## src/rtl/control_unit_pkg.sv

```systemverilog
// control_unit_pkg: state and op-class enums, opcodes, datapath select/function
// codes and the idle control set shared by the sequencer and its decoder.
`default_nettype none

package control_unit_pkg;

   typedef enum logic [2:0] {
      S_INIT = 3'd0,
      S_F_LO = 3'd1,
      S_F_HI = 3'd2,
      S_EX1  = 3'd3,
      S_EX2  = 3'd4,
      S_EX3  = 3'd5,
      S_HALT = 3'd6
   } state_t;

   typedef enum logic [2:0] {
      OPC_BRA  = 3'd0,
      OPC_BNE  = 3'd1,
      OPC_MOVI = 3'd2,
      OPC_LDB  = 3'd3,
      OPC_ALU  = 3'd4,
      OPC_HLT  = 3'd5,
      OPC_NOP  = 3'd6
   } op_class_t;

   localparam logic [5:0] OP_BRA  = 6'h00;
   localparam logic [5:0] OP_BNE  = 6'h01;
   localparam logic [5:0] OP_MOVI = 6'h02;
   localparam logic [5:0] OP_LDB  = 6'h03;
   localparam logic [5:0] OP_ADD  = 6'h04;
   localparam logic [5:0] OP_SUB  = 6'h05;
   localparam logic [5:0] OP_AND  = 6'h06;
   localparam logic [5:0] OP_ORR  = 6'h07;
   localparam logic [5:0] OP_XOR  = 6'h08;
   localparam logic [5:0] OP_HLT  = 6'h3F;

   localparam logic [4:0] ALU_ADD = 5'b10100;
   localparam logic [4:0] ALU_SUB = 5'b10110;
   localparam logic [4:0] ALU_AND = 5'b10111;
   localparam logic [4:0] ALU_ORR = 5'b11000;
   localparam logic [4:0] ALU_XOR = 5'b11001;

   localparam logic [2:0] RF_FUN_LOAD    = 3'b010;
   localparam logic [1:0] ARF_FUN_DEC    = 2'b00;
   localparam logic [1:0] ARF_FUN_INC    = 2'b01;
   localparam logic [1:0] ARF_FUN_LOAD   = 2'b10;
   localparam logic [1:0] ARF_FUN_CLR    = 2'b11;
   localparam logic [1:0] DR_FUN_LOAD_LO = 2'b01;

   localparam logic [1:0] ARF_SEL_PC = 2'b00;
   localparam logic [1:0] ARF_SEL_AR = 2'b10;
   localparam logic [1:0] ARF_SEL_SP = 2'b11;
   localparam logic [2:0] ARF_REG_PC = 3'b100;

   localparam logic [1:0] MUXA_ALU = 2'b00;
   localparam logic [1:0] MUXA_DR  = 2'b10;
   localparam logic [1:0] MUXA_IMM = 2'b11;
   localparam logic [1:0] MUXB_IMM = 2'b11;

   typedef struct packed {
      logic [2:0] rf_outa_sel;
      logic [2:0] rf_outb_sel;
      logic [2:0] rf_fun_sel;
      logic [3:0] rf_reg_sel;
      logic [3:0] rf_scr_sel;
      logic [4:0] alu_fun_sel;
      logic       alu_wf;
      logic [1:0] arf_outc_sel;
      logic [1:0] arf_outd_sel;
      logic [1:0] arf_fun_sel;
      logic [2:0] arf_reg_sel;
      logic [1:0] mux_a_sel;
      logic [1:0] mux_b_sel;
      logic [1:0] mux_c_sel;
      logic       mux_d_sel;
      logic       ir_lh;
      logic       ir_write;
      logic       mem_cs;
      logic       mem_wr;
      logic       dr_e;
      logic [1:0] dr_fun_sel;
   } ctrl_t;

   localparam ctrl_t CTRL_IDLE = '{
      rf_outa_sel: 3'b000, rf_outb_sel: 3'b000, rf_fun_sel: 3'b000,
      rf_reg_sel: 4'b0000, rf_scr_sel: 4'b0000, alu_fun_sel: 5'b00000,
      alu_wf: 1'b0, arf_outc_sel: 2'b00, arf_outd_sel: 2'b00,
      arf_fun_sel: 2'b00, arf_reg_sel: 3'b000, mux_a_sel: 2'b00,
      mux_b_sel: 2'b00, mux_c_sel: 2'b00, mux_d_sel: 1'b0, ir_lh: 1'b0,
      ir_write: 1'b0, mem_cs: 1'b1, mem_wr: 1'b0, dr_e: 1'b0,
      dr_fun_sel: 2'b00
   };

   function automatic logic [4:0] alu_code(input logic [5:0] op);
      case (op)
         OP_ADD:  alu_code = ALU_ADD;
         OP_SUB:  alu_code = ALU_SUB;
         OP_AND:  alu_code = ALU_AND;
         OP_ORR:  alu_code = ALU_ORR;
         OP_XOR:  alu_code = ALU_XOR;
         default: alu_code = 5'b00000;
      endcase
   endfunction

endpackage

`default_nettype wire

```

## src/rtl/instruction_decoder.sv

```systemverilog
// instruction_decoder: splits the instruction word into fields, classifies the
// opcode and builds the one-hot register-file write select.
`default_nettype none

module instruction_decoder
   import control_unit_pkg::*;
(
   input  logic [15:0] ir,
   output logic [2:0]  op_class,
   output logic [2:0]  src1,
   output logic [2:0]  src2,
   output logic        s_flag,
   output logic [4:0]  alu_fun,
   output logic [3:0]  rf_onehot
);

   logic [5:0] op;
   logic       is_alu;
   logic [1:0] rf_idx;

   assign op     = ir[15:10];
   assign src1   = ir[5:3];
   assign src2   = ir[2:0];
   assign s_flag = ir[9];
   assign is_alu = (op >= OP_ADD) && (op <= OP_XOR);

   always_comb begin
      op_class = OPC_NOP;
      case (op)
         OP_BRA:  op_class = OPC_BRA;
         OP_BNE:  op_class = OPC_BNE;
         OP_MOVI: op_class = OPC_MOVI;
         OP_LDB:  op_class = OPC_LDB;
         OP_HLT:  op_class = OPC_HLT;
         default: op_class = is_alu ? OPC_ALU : OPC_NOP;
      endcase
   end

   assign alu_fun = alu_code(op);

   // ALU results land in dst[1:0] = IR[7:6]; MOVI/LDB target rsel = IR[9:8]
   assign rf_idx    = is_alu ? ir[7:6] : ir[9:8];
   assign rf_onehot = 4'b1000 >> rf_idx;

endmodule

`default_nettype wire

```

## src/rtl/control_unit.sv

```systemverilog
// control_unit: hardwired fetch/decode/execute sequencer driving every control
// input of the ALU-system datapath.
`default_nettype none

module control_unit
   import control_unit_pkg::*;
(
   input  logic        Clock,
   input  logic        Reset,
   input  logic [15:0] IROut,
   input  logic [3:0]  Flags,
   output logic [2:0]  RF_OutASel,
   output logic [2:0]  RF_OutBSel,
   output logic [2:0]  RF_FunSel,
   output logic [3:0]  RF_RegSel,
   output logic [3:0]  RF_ScrSel,
   output logic [4:0]  ALU_FunSel,
   output logic        ALU_WF,
   output logic [1:0]  ARF_OutCSel,
   output logic [1:0]  ARF_OutDSel,
   output logic [1:0]  ARF_FunSel,
   output logic [2:0]  ARF_RegSel,
   output logic [1:0]  MuxASel,
   output logic [1:0]  MuxBSel,
   output logic [1:0]  MuxCSel,
   output logic        MuxDSel,
   output logic        IR_LH,
   output logic        IR_Write,
   output logic        Mem_CS,
   output logic        Mem_WR,
   output logic        DR_E,
   output logic [1:0]  DR_FunSel
);

   state_t     state;
   state_t     state_next;
   ctrl_t      ctrl;
   logic [2:0] op_class;
   logic [2:0] src1;
   logic [2:0] src2;
   logic       s_flag;
   logic [4:0] alu_fun;
   logic [3:0] rf_onehot;
   logic       unused_flags;

   assign unused_flags = ^Flags[2:0];

   instruction_decoder u_decoder (
      .ir        (IROut),
      .op_class  (op_class),
      .src1      (src1),
      .src2      (src2),
      .s_flag    (s_flag),
      .alu_fun   (alu_fun),
      .rf_onehot (rf_onehot)
   );

   always_ff @(posedge Clock) begin
      if (Reset) state <= S_INIT;
      else       state <= state_next;
   end

   always_comb begin
      state_next = state;
      ctrl       = CTRL_IDLE;
      case (state)
         S_INIT: begin
            ctrl.arf_reg_sel = ARF_REG_PC;
            ctrl.arf_fun_sel = ARF_FUN_CLR;
            state_next       = S_F_LO;
         end
         S_F_LO, S_F_HI: begin
            ctrl.arf_outd_sel = ARF_SEL_PC;
            ctrl.mem_cs       = 1'b0;
            ctrl.ir_write     = 1'b1;
            ctrl.ir_lh        = (state == S_F_HI);
            ctrl.arf_reg_sel  = ARF_REG_PC;
            ctrl.arf_fun_sel  = ARF_FUN_INC;
            state_next        = (state == S_F_LO) ? S_F_HI : S_EX1;
         end
         S_EX1: begin
            state_next = S_EX2;
            case (op_class)
               OPC_BRA: ctrl.mux_b_sel = MUXB_IMM;
               OPC_BNE: begin
                  if (Flags[3]) state_next = S_F_LO;
                  else          ctrl.mux_b_sel = MUXB_IMM;
               end
               OPC_MOVI: ctrl.mux_a_sel = MUXA_IMM;
               OPC_LDB: begin
                  ctrl.arf_outd_sel = ARF_SEL_AR;
                  ctrl.mem_cs       = 1'b0;
                  ctrl.dr_e         = 1'b1;
                  ctrl.dr_fun_sel   = DR_FUN_LOAD_LO;
               end
               OPC_ALU: begin
                  ctrl.rf_outa_sel = src1;
                  ctrl.rf_outb_sel = src2;
                  ctrl.alu_fun_sel = alu_fun;
               end
               OPC_HLT: state_next = S_HALT;
               default: state_next = S_F_LO;
            endcase
         end
         S_EX2: begin
            state_next = S_F_LO;
            case (op_class)
               // BNE only reaches EX2 when taken
               OPC_BRA, OPC_BNE: begin
                  ctrl.mux_b_sel   = MUXB_IMM;
                  ctrl.arf_reg_sel = ARF_REG_PC;
                  ctrl.arf_fun_sel = ARF_FUN_LOAD;
               end
               OPC_MOVI: begin
                  ctrl.mux_a_sel  = MUXA_IMM;
                  ctrl.rf_fun_sel = RF_FUN_LOAD;
                  ctrl.rf_reg_sel = rf_onehot;
               end
               OPC_LDB: begin
                  ctrl.mux_a_sel = MUXA_DR;
                  state_next     = S_EX3;
               end
               OPC_ALU: begin
                  ctrl.rf_outa_sel = src1;
                  ctrl.rf_outb_sel = src2;
                  ctrl.alu_fun_sel = alu_fun;
                  ctrl.alu_wf      = s_flag;
                  ctrl.mux_a_sel   = MUXA_ALU;
                  state_next       = S_EX3;
               end
               default: state_next = S_F_LO;
            endcase
         end
         S_EX3: begin
            state_next      = S_F_LO;
            ctrl.mux_a_sel  = (op_class == OPC_LDB) ? MUXA_DR : MUXA_ALU;
            ctrl.rf_fun_sel = RF_FUN_LOAD;
            ctrl.rf_reg_sel = rf_onehot;
         end
         S_HALT:  state_next = S_HALT;
         default: state_next = S_INIT;
      endcase
      if (Reset) ctrl = CTRL_IDLE;
   end

   assign RF_OutASel  = ctrl.rf_outa_sel;
   assign RF_OutBSel  = ctrl.rf_outb_sel;
   assign RF_FunSel   = ctrl.rf_fun_sel;
   assign RF_RegSel   = ctrl.rf_reg_sel;
   assign RF_ScrSel   = ctrl.rf_scr_sel;
   assign ALU_FunSel  = ctrl.alu_fun_sel;
   assign ALU_WF      = ctrl.alu_wf;
   assign ARF_OutCSel = ctrl.arf_outc_sel;
   assign ARF_OutDSel = ctrl.arf_outd_sel;
   assign ARF_FunSel  = ctrl.arf_fun_sel;
   assign ARF_RegSel  = ctrl.arf_reg_sel;
   assign MuxASel     = ctrl.mux_a_sel;
   assign MuxBSel     = ctrl.mux_b_sel;
   assign MuxCSel     = ctrl.mux_c_sel;
   assign MuxDSel     = ctrl.mux_d_sel;
   assign IR_LH       = ctrl.ir_lh;
   assign IR_Write    = ctrl.ir_write;
   assign Mem_CS      = ctrl.mem_cs;
   assign Mem_WR      = ctrl.mem_wr;
   assign DR_E        = ctrl.dr_e;
   assign DR_FunSel   = ctrl.dr_fun_sel;

endmodule

`default_nettype wire

```

## config.mk

```make
export PLATFORM = sky130hd
export DESIGN_NAME = control_unit
export DESIGN_NICKNAME = d
export VERILOG_FILES = /design/src/rtl/control_unit_pkg.sv /design/src/rtl/instruction_decoder.sv /design/src/rtl/control_unit.sv
export SDC_FILE = /design/constraint.sdc
export NUM_CORES = 1
export LEC_CHECK = 0
export BUFFER_PORTS_ARGS = -buffer_cell sky130_fd_sc_hd__buf_4
export CAP_MARGIN = 10
export CORE_AREA = 8 8 58 60
export CTS_CLUSTER_DIAMETER = 150
export DETAILED_ROUTE_END_ITERATION = 16
export DIE_AREA = 0 0 66 68
export HOLD_SLACK_MARGIN = 0.12
export PLACE_DENSITY_LB_ADDON = 0.12
export SKIP_CTS_REPAIR_TIMING = 1
export SLEW_MARGIN = 20
export SYNTH_ARGS = -nofsm -noshare
export SYNTH_HDL_FRONTEND = slang
export SYNTH_SLANG_ARGS = --single-unit
export TNS_END_PERCENT = 1
```

## constraint.sdc

```tcl
create_clock -name Clock -period 1.55 [get_ports Clock]
set_input_delay 0.155 -clock Clock [delete_from_list [all_inputs] [get_ports Clock]]
set_output_delay 0.155 -clock Clock [all_outputs]
set_load 0.03 [all_outputs]
```

==> results of run 1 <==
==> power breakdown <==
group | internal (mW) | leakage, nW | switching (mW) | total, mW
clock | 0.0966 | 0.0150 | 0.0427 | 0.139
sequential | 0.0875 | 0.0256 | 0.00976 | 0.0972
combinational | 0.159 | 0.605 | 0.231 | 0.390
==> synth_stat cells (2+ instances only) <==
library cell / n / area (um^2)
buf_4: 19 / 143
nor3_1: 9 / 45.0
a21oi_1: 6 / 30.0
and2_1: 6 / 37.5
nor2_1: 6 / 22.5
inv_1: 5 / 18.8
clkbuf_1: 4 / 15.0
nand2_1: 4 / 15.0
nand3b_1: 4 / 30.0
or3_1: 4 / 25.0
dfxtp_1: 3 / 60.1
nand3_1: 3 / 15.0
nor2b_1: 3 / 18.8
nor3b_1: 3 / 22.5
nor4_1: 3 / 18.8
o21ai_0: 3 / 15.0
a211oi_1: 2 / 15.0
and3_1: 2 / 12.5
nand2b_1: 2 / 12.5
nand4_1: 2 / 12.5
o22a_1: 2 / 17.5
o31ai_1: 2 / 15.0
xnor2_1: 2 / 17.5
==> final cells by class <==
cell class | count | share of cell area
multi-input cells | 98 | 0.501
repair buffers | 68 | 0.391
flip-flops and latches | 3 | 0.0462
well taps | 31 | 0.0286
clock buffers | 4 | 0.0194
inverters | 5 | 0.0139
==> cells by family after synthesis <==
group           Yosys count  synth area share
buf+inv                  31             0.246
other cells               1           0.00471
xor+xnor                  2            0.0220
compound gates           24             0.224
simple gates             56             0.427
flops                     3            0.0754
==> per-layer routing <==
layer	part of all wire	global-route usage	up-vias
li1	-	-	511
met1	0.37	0.125	506
met2	0.57	0.220	34
met3	0.056	0.0131	2
met4	0.0028	0.0533	0
met5	0	0	-
==> through the flow <==
stage,TNS [ps],hold WS (ps),std cells,total power [mW]
floorplan,-5880,363,132,0.354
global placement,-3530,434,204,0.469
detailed placement,-4070,430,204,0.471
CTS,-5990,183,208,0.619
global route,-5850,197,209,0.663
finish,-3910,186,209,0.627
==> placed cells by master (no fill, tap or decap), drive strengths merged, types with 4 or more instances in the layout <==
cell / n
a21oi: 7
and2: 6
buf: 68
clkbuf: 4
conb: 16
inv: 5
nand2: 4
nand3b: 4
nor2: 6
nor3: 10
or3: 4
==> worst max-delay path by stage <==
stage,to,startpoint
2_1_floorplan,RF_OutASel[0],IROut[10]
3_3_place_gp,RF_RegSel[3],IROut[12]
3_5_place_dp,RF_RegSel[3],IROut[12]
4_1_cts,ALU_FunSel[0],state[1]$_SDFF_PP0_
5_1_grt,RF_OutASel[1],state[0]$_SDFF_PP0_
6_report,RF_RegSel[3],IROut[11]
==> summary.txt, run 1 <==
Status
  – Status: finished, violations left
  – Failing checks: negative setup slack

Worst setup path
  – Critical path data required time: 1390 ps
  – CP arrival: 1660 ps
  – RR Endpoint: state[2]$_SDFF_PP0_
  – Kind of cell adding the most delay to the critical path: simple AND/OR/NAND/NOR gates
  – Critical Path Max Stage Delay: 520 ps
  – CP Class: in2out
  – Beginning of the worst register-to-register path: state[0]$_SDFF_PP0_
  – FF-to-FF path depth: 4
  – Worst reg2reg setup slack: 300 ps
  – CP max stage cell: or4b_4
  – Crit path max fanout: 6
  – Startpoint class of the critical path: input pin
  – Worst path depth: 6
  – Crit. End Element: output port
  – Critical Path, Cell by Cell: buf_4, or4b_4, a21o_4, or3_1, a21oi_2, buf_6
  – CP Buf/Inv Count: 2

Logic synthesis
  – Netlist cell types: 41
  – Register bit total from synthesis: 3
  – Mapped Avg Cell Area: 6.81 um^2
  – Sequential area share after synthesis: 0.0754
  – EDFF count, synth: 0
  – Cells after Synth: 117
  – Synth Flop Type: dfxtp_1
  – Async S/R FF share, synth: 0
  – Synth Warn #: 0
  – Post-Syn Area: 797 um^2

Die
  – Die X-Extent: 66 um
  – Initial Utilization: 0.310
  – FP Rows: 19
  – Core Area: 0.00257 mm^2
  – Ports: 68
  – Die Span Y: 68 um
  – Die area: 0.00449 mm^2

Power
  – LEAKAGE: 0.645 nW
  – Max VDD drop: 0.271 mV
  – Power per cell area: 463 mW/mm^2

Timing
  – Fmax: 552 MHz
  – Pins Over Slew Limit: 0
  – Crit path time final: 1810 ps
  – RSZ-0062 raised after global routing: true
  – Final hold violations: 0
  – Final setup fails: 21
  – Final clock skew: 3.80 ps
  – Final Cycle Share: 1.17
  – Min setup slack post-route: -262 ps

Clock tree
  – Clock Latency Late Sink: 230 ps
  – Root Buffer: clkbuf_4
  – Clock transition at path regs: 40 ps
  – CTS tree: built
  – H-tree depth: 1
  – Longest Clk Path Bufs: 2
  – Inserted Clock Buffers: 3
  – Clk sink count: 3

Detailed routing
  – # DRC: 0
  – DRT iter0 DRCs: 27
  – Vias per cell: 5.04
  – DR WL/cell: 13.8 um
  – Detail Route Antenna Nets: 0
  – Via count: 1053
  – Detailed Route WL: 2880 um
  – Pre-Repair DR Iteration Count: 4

Min path
  – Hold path startpoint: Reset
  – Worst hold path cell count: 2
  – WHS Endpoint: state[1]$_SDFF_PP0_
  – Hold crit path type: in2reg

Placed design
  – Count of input and output buffers: 48
  – Hpwl dp: 2460 um
  – RD Place Congestion: 0.792
  – Cell Area, Placed: 0.00127 mm^2
  – Worst slack, placed: -292 ps

Cells and area
  – Biggest regs: state x3
  – Register area: 62.6 um^2
  – Footprint of the multi-input gates: 679 um^2
  – Fraction of layout instances using a drive strength above 1: 0.545
  – Post-layout util: 0.528
  – Area grow syn2layout: 70.0%
  – Largest register FFs: 3
  – Nets: 201
  – Ant diodes: 0
  – Design area: 0.00136 mm^2
  – Fill count: 274
  – Most flops, register: state

GRT
  – GRT Resource Usage Total: 0.116
  – Largest net degree at the start of global routing: 14
  – Vias in the first global route: 991
  – Total gr overflow: 0
  – First-pass GRT wire length: 4220 um
  – Initial antenna violation count: 0

Run
  – Max Cap Viol: 0
Note: power is estimated with default switching activity, not from simulation.
==> run 2, diff against run 1 <==
- ABC_AREA: not set -> 1
- BUFFER_PORTS_ARGS: -buffer_cell sky130_fd_sc_hd__buf_4 -> -buffer_cell sky130_fd_sc_hd__buf_2
- CORE_AREA: 8 8 58 60 -> 8 8 59 61
- DIE_AREA: 0 0 66 68 -> 0 0 67 69
==> summary.txt, run 2 <==
Status
  – Status: finished, violations left
  – Failing checks: negative setup slack

Power
  – Max VDD drop: 0.487 mV
  – Power per cell area: 398 mW/mm^2
  – LEAKAGE: 0.791 nW
  – Total power: 536 uW

Timing
  – Setup TNS: -484 ps
  – Crit path time final: 1620 ps
  – Final Cycle Share: 1.05
  – Final hold violations: 0
  – Final clock skew: 3.82 ps
  – RSZ-0062 raised after global routing: true
  – Fmax: 616 MHz
  – Min setup slack post-route: -74.6 ps
  – Pins Over Slew Limit: 0
  – Final setup fails: 13

Worst setup path
  – Worst path depth: 10
  – CP Buf/Inv Count: 4
  – Critical Path Max Stage Delay: 350 ps
  – Critical path data required time: 1390 ps
  – Most used cell, CP: nand2_4
  – Kind of cell adding the most delay to the critical path: simple AND/OR/NAND/NOR gates
  – CP Class: reg2out
  – Startpoint class of the critical path: register
  – Critical Path, Cell by Cell: inv_4, nand2_4, nor2_4, nand2_2, nand2_4, inv_8, nor2_8, inv_6, a21oi_4, buf_6
  – Crit. End Element: output port
  – CP arrival: 1470 ps
  – Beginning of the worst register-to-register path: state[2]$_SDFF_PP0_
  – Crit path launch: state[0]$_SDFF_PP0_
  – Crit path max fanout: 7
  – FF-to-FF path depth: 6
  – CP max stage cell: dfxtp_4

Clock tree
  – Clk sink count: 3
  – Clock transition at path regs: 30 ps
  – Inserted Clock Buffers: 3
  – Longest Clk Path Bufs: 2
  – CTS tree: built
  – H-tree depth: 1
  – Root Buffer: clkbuf_4
  – Clock Latency Late Sink: 230 ps

Detailed routing
  – DR WL/cell: 11.9 um
  – Vias per cell: 4.42
  – DRT iter0 DRCs: 36
  – Via count: 1070
  – # DRC: 0
  – Detailed Route WL: 2890 um
  – Detail Route Antenna Nets: 0
  – Pre-Repair DR Iteration Count: 5

Logic synthesis
  – Async S/R FF share, synth: 0
  – Synth Flop Type: dfxtp_1
  – Mapped Avg Cell Area: 5.81 um^2
  – Sequential area share after synthesis: 0.0708
  – Yosys top cell by area: buf_4
  – Count leader, synth: inv_1
  – Top-area cell type share of the netlist area: 0.168
  – Synth Warn #: 0
  – Post-Syn Area: 848 um^2
  – Top cells by area, synth: buf_4, inv_1, nand2_1
  – Register bit total from synthesis: 3
  – Synth top cells by count: inv_1, nand2_1, nor2_1, buf_4, nand3_1
  – Netlist cell types: 29
  – EDFF count, synth: 0
  – Cells after Synth: 146

Cells and area
  – Ant diodes: 0
  – Design area: 0.00135 mm^2
  – Fraction of layout instances using a drive strength above 1: 0.507
  – Final cell count without fillers: 242
  – Commonest cells after routing, fill and taps aside: buf_2, inv_1, nand2_1
  – Area grow syn2layout: 58.7%
  – Biggest regs: state x3
  – Commonest non-fill, non-tap cell in the layout: buf_2
  – Nets: 234
  – Largest register FFs: 3
  – Most flops, register: state

GRT
  – Total gr overflow: 0
  – First-pass GRT wire length: 4330 um
  – Initial antenna violation count: 0
  – Vias in the first global route: 1000
  – GRT Resource Usage Total: 0.110
  – Largest net degree at the start of global routing: 11

Die
  – Die Span Y: 69 um
  – FP Rows: 19
  – Die area: 0.00462 mm^2
  – Ports: 68
  – Die X-Extent: 67 um
  – Core Area: 0.00262 mm^2
  – Initial Utilization: 0.324

Placed design
  – RD Place Congestion: 0.868
  – Cell Count Post-Placement: 232
  – Count of input and output buffers: 48
  – Cell Area, Placed: 0.00113 mm^2
  – Worst slack, placed: 51.7 ps
  – Hpwl dp: 2340 um

Min path
  – Hold path startpoint: Reset
  – Worst hold path cell count: 2
  – Hold crit path type: in2reg

Run
  – Max Cap Viol: 0
## run 2: layout make-up
class	instances	area [um^2]
inverters	31	134
multi-input cells	108	617
clock buffers	4	26.3
fillers	291	1270
flip-flops and latches	3	68.8
well taps	31	38.8
repair buffers	65	462
## run 2: power breakdown
part | leakage [nW] | switching [mW] | internal (mW) | total [mW]
clock | 0.0150 | 0.0361 | 0.0961 | 0.132
combinational | 0.750 | 0.208 | 0.102 | 0.309
sequential | 0.0264 | 0.00945 | 0.0848 | 0.0943
## run 2: stage by stage
step / util / hold slack, ps
after floorplan: - / 224
after global placement: 0.432 / 408
after detailed placement: 0.432 / 407
after CTS: 0.442 / 166
after global routing: 0.515 / 183
final: 0.515 / 174
## run 2: layer usage
metal	vias up	share of wire	track usage	routed length, um
met5	-	0	0	0
li1	546	-	-	-
met4	0	0	0.0209	0
met2	41	0.52	0.200	1500
met1	483	0.38	0.120	1090
met3	0	0.10	0.0307	291
## run 2: cells by family after synthesis
group / share of synthesized area
buffers and inverters: 0.311
other: 0.00442
and+or+nand+nor: 0.482
DFF: 0.0708
AOI/OAI and AO/OA: 0.131
## run 2: worst paths after layout
check	endpoint	slack, ps
worst max-delay path	ALU_FunSel[0]	-70
worst min-delay path	state[1]$_SDFF_PP0_	170
worst max register to register	state[1]$_SDFF_PP0_	550
worst min register to register	state[2]$_SDFF_PP0_	520
==> run 3, diff against run 2 <==
- MAX_ROUTING_LAYER: not set -> met4
==> summary.txt, run 3 (synthesis results as in run 2) <==
Status
  – Status: finished, violations left
  – Failing checks: negative setup slack

Worst setup path
  – Beginning of the worst register-to-register path: state[2]$_SDFF_PP0_
  – FF-to-FF path depth: 6
  – CP Class: reg2out
  – Startpoint class of the critical path: register
  – CP arrival: 1470 ps
  – Crit. End Element: output port
  – Worst reg2reg setup slack: 510 ps
  – Crit path max fanout: 7
  – RR Endpoint: state[1]$_SDFF_PP0_
  – Critical path data required time: 1390 ps

Die
  – Die area: 0.00462 mm^2
  – FP Rows: 19
  – Core Area: 0.00262 mm^2
  – Die Span Y: 69 um
  – Die X-Extent: 67 um
  – Ports: 68
  – Initial Utilization: 0.324

Timing
  – Final hold violations: 0
  – Setup TNS: -546 ps
  – Final clock skew: 4.13 ps
  – Fmax: 614 MHz
  – RSZ-0062 raised after global routing: true
  – Pins Over Slew Limit: 0
  – Hold WS: 164 ps
  – Final Cycle Share: 1.05
  – Crit path time final: 1630 ps
  – Min setup slack post-route: -78.3 ps
  – Final setup fails: 11

Cells and area
  – Final cell count without fillers: 237
  – Area grow syn2layout: 52.2%
  – Nets: 229
  – Biggest regs: state x3
  – Post-layout util: 0.494
  – Fill count: 301
  – Fraction of layout instances using a drive strength above 1: 0.481
  – Commonest cells after routing, fill and taps aside: buf_2, inv_1, nand2_1
  – Ant diodes: 0
  – Commonest non-fill, non-tap cell in the layout: buf_2
  – Most flops, register: state
  – Largest register FFs: 3

Detailed routing
  – Via count: 1044
  – Pre-Repair DR Iteration Count: 4
  – DRT iter0 DRCs: 17
  – Detail Route Antenna Nets: 0
  – # DRC: 0
  – DR WL/cell: 11.8 um
  – Vias per cell: 4.41
  – Detailed Route WL: 2800 um

Min path
  – Hold crit path type: in2reg
  – Worst hold path cell count: 2
  – Hold path startpoint: Reset
  – WHS Endpoint: state[1]$_SDFF_PP0_

Placed design
  – Hpwl dp: 2390 um
  – Cell Count Post-Placement: 232
  – RD Place Congestion: 0.880
  – Worst slack, placed: 42.2 ps
  – Count of input and output buffers: 48

GRT
  – Initial antenna violation count: 0
  – Largest net degree at the start of global routing: 11
  – First-pass GRT wire length: 4420 um
  – Total gr overflow: 0
  – Vias in the first global route: 1037
  – GRT Resource Usage Total: 0.115

Clock tree
  – Clock transition at path regs: 30 ps
  – H-tree depth: 1
  – CTS tree: built
  – Longest Clk Path Bufs: 2
  – Clock Latency Late Sink: 230 ps
  – Clk sink count: 3
  – Inserted Clock Buffers: 3
  – Root Buffer: clkbuf_4

Power
  – Max VDD drop: 0.470 mV
  – LEAKAGE: 0.771 nW
  – Power per cell area: 399 mW/mm^2

Run
  – Max Cap Viol: 0
==> run 3: cell count changes in the layout (fill, tap and decap cells not counted), sizes merged <==
cell and delta:
clkbuf -1, buf -4
==> run 3: cell type report <==
type | instances | area, um^2 | share of cell area
Tap cell | 31 | 38.8 | 0.0300
Sequential cell | 3 | 66.3 | 0.0514
Inverter | 31 | 129 | 0.0998
Clock buffer | 4 | 26.3 | 0.0203
Timing Repair Buffer | 60 | 410 | 0.318
Multi-Input combinational cell | 108 | 621 | 0.481
==> run 3: routing by layer <==
| metal | global-route usage | vias to the layer above | wire length [um] |
|---|---|---|---|
| li1 | - | 538 | - |
| met1 | 0.119 | 463 | 1090 |
| met2 | 0.210 | 41 | 1450 |
| met3 | 0.0210 | 2 | 232 |
| met4 | 0.0372 | 0 | 28 |
| met5 | - | - | 0 |
==> run 3: how the worst max path moves through the flow <==
| stage | endpoint | slack (ps) | cells after the start | from |
|---|---|---|---|---|
| after CTS | ALU_FunSel[0] | -210 | 10 | state[1]$_SDFF_PP0_ |
| after floorplan | RF_RegSel[2] | -110 | 6 | state[2]$_SDFF_PP0_ |
| final | ALU_FunSel[0] | -80 | 10 | state[1]$_SDFF_PP0_ |
| after global routing | RF_OutASel[2] | -160 | 10 | state[1]$_SDFF_PP0_ |
| after global placement | ALU_FunSel[0] | 70 | 10 | state[1]$_SDFF_PP0_ |
| after detailed placement | ALU_FunSel[0] | 40 | 10 | state[1]$_SDFF_PP0_ |
==> run 3: report_power, final <==
group          switching [mW]  internal [mW]
logic                   0.201         0.0855
clock network          0.0375         0.0962
registers             0.00920         0.0851
total                   0.248          0.267
==> run 3: through the flow <==
step / instance area (um^2) / power [mW]
5_1_grt: 1290 / 0.556
4_1_cts: 1150 / 0.509
3_5_place_dp: 1130 / 0.368
6_report: 1290 / 0.515
3_3_place_gp: 1130 / 0.368
2_1_floorplan: 910 / 0.309
==> run 3: worst max-delay path, cell delays in order, from the launching register on <==
cell and delay (ps):
dfxtp_4 350, inv_4 60, nand2_4 70, nor2_4 140, nand2_4 70, nand2_4 80, inv_6 50, nor2_8 100
inv_6 60, a21oi_4 120, buf_6 140
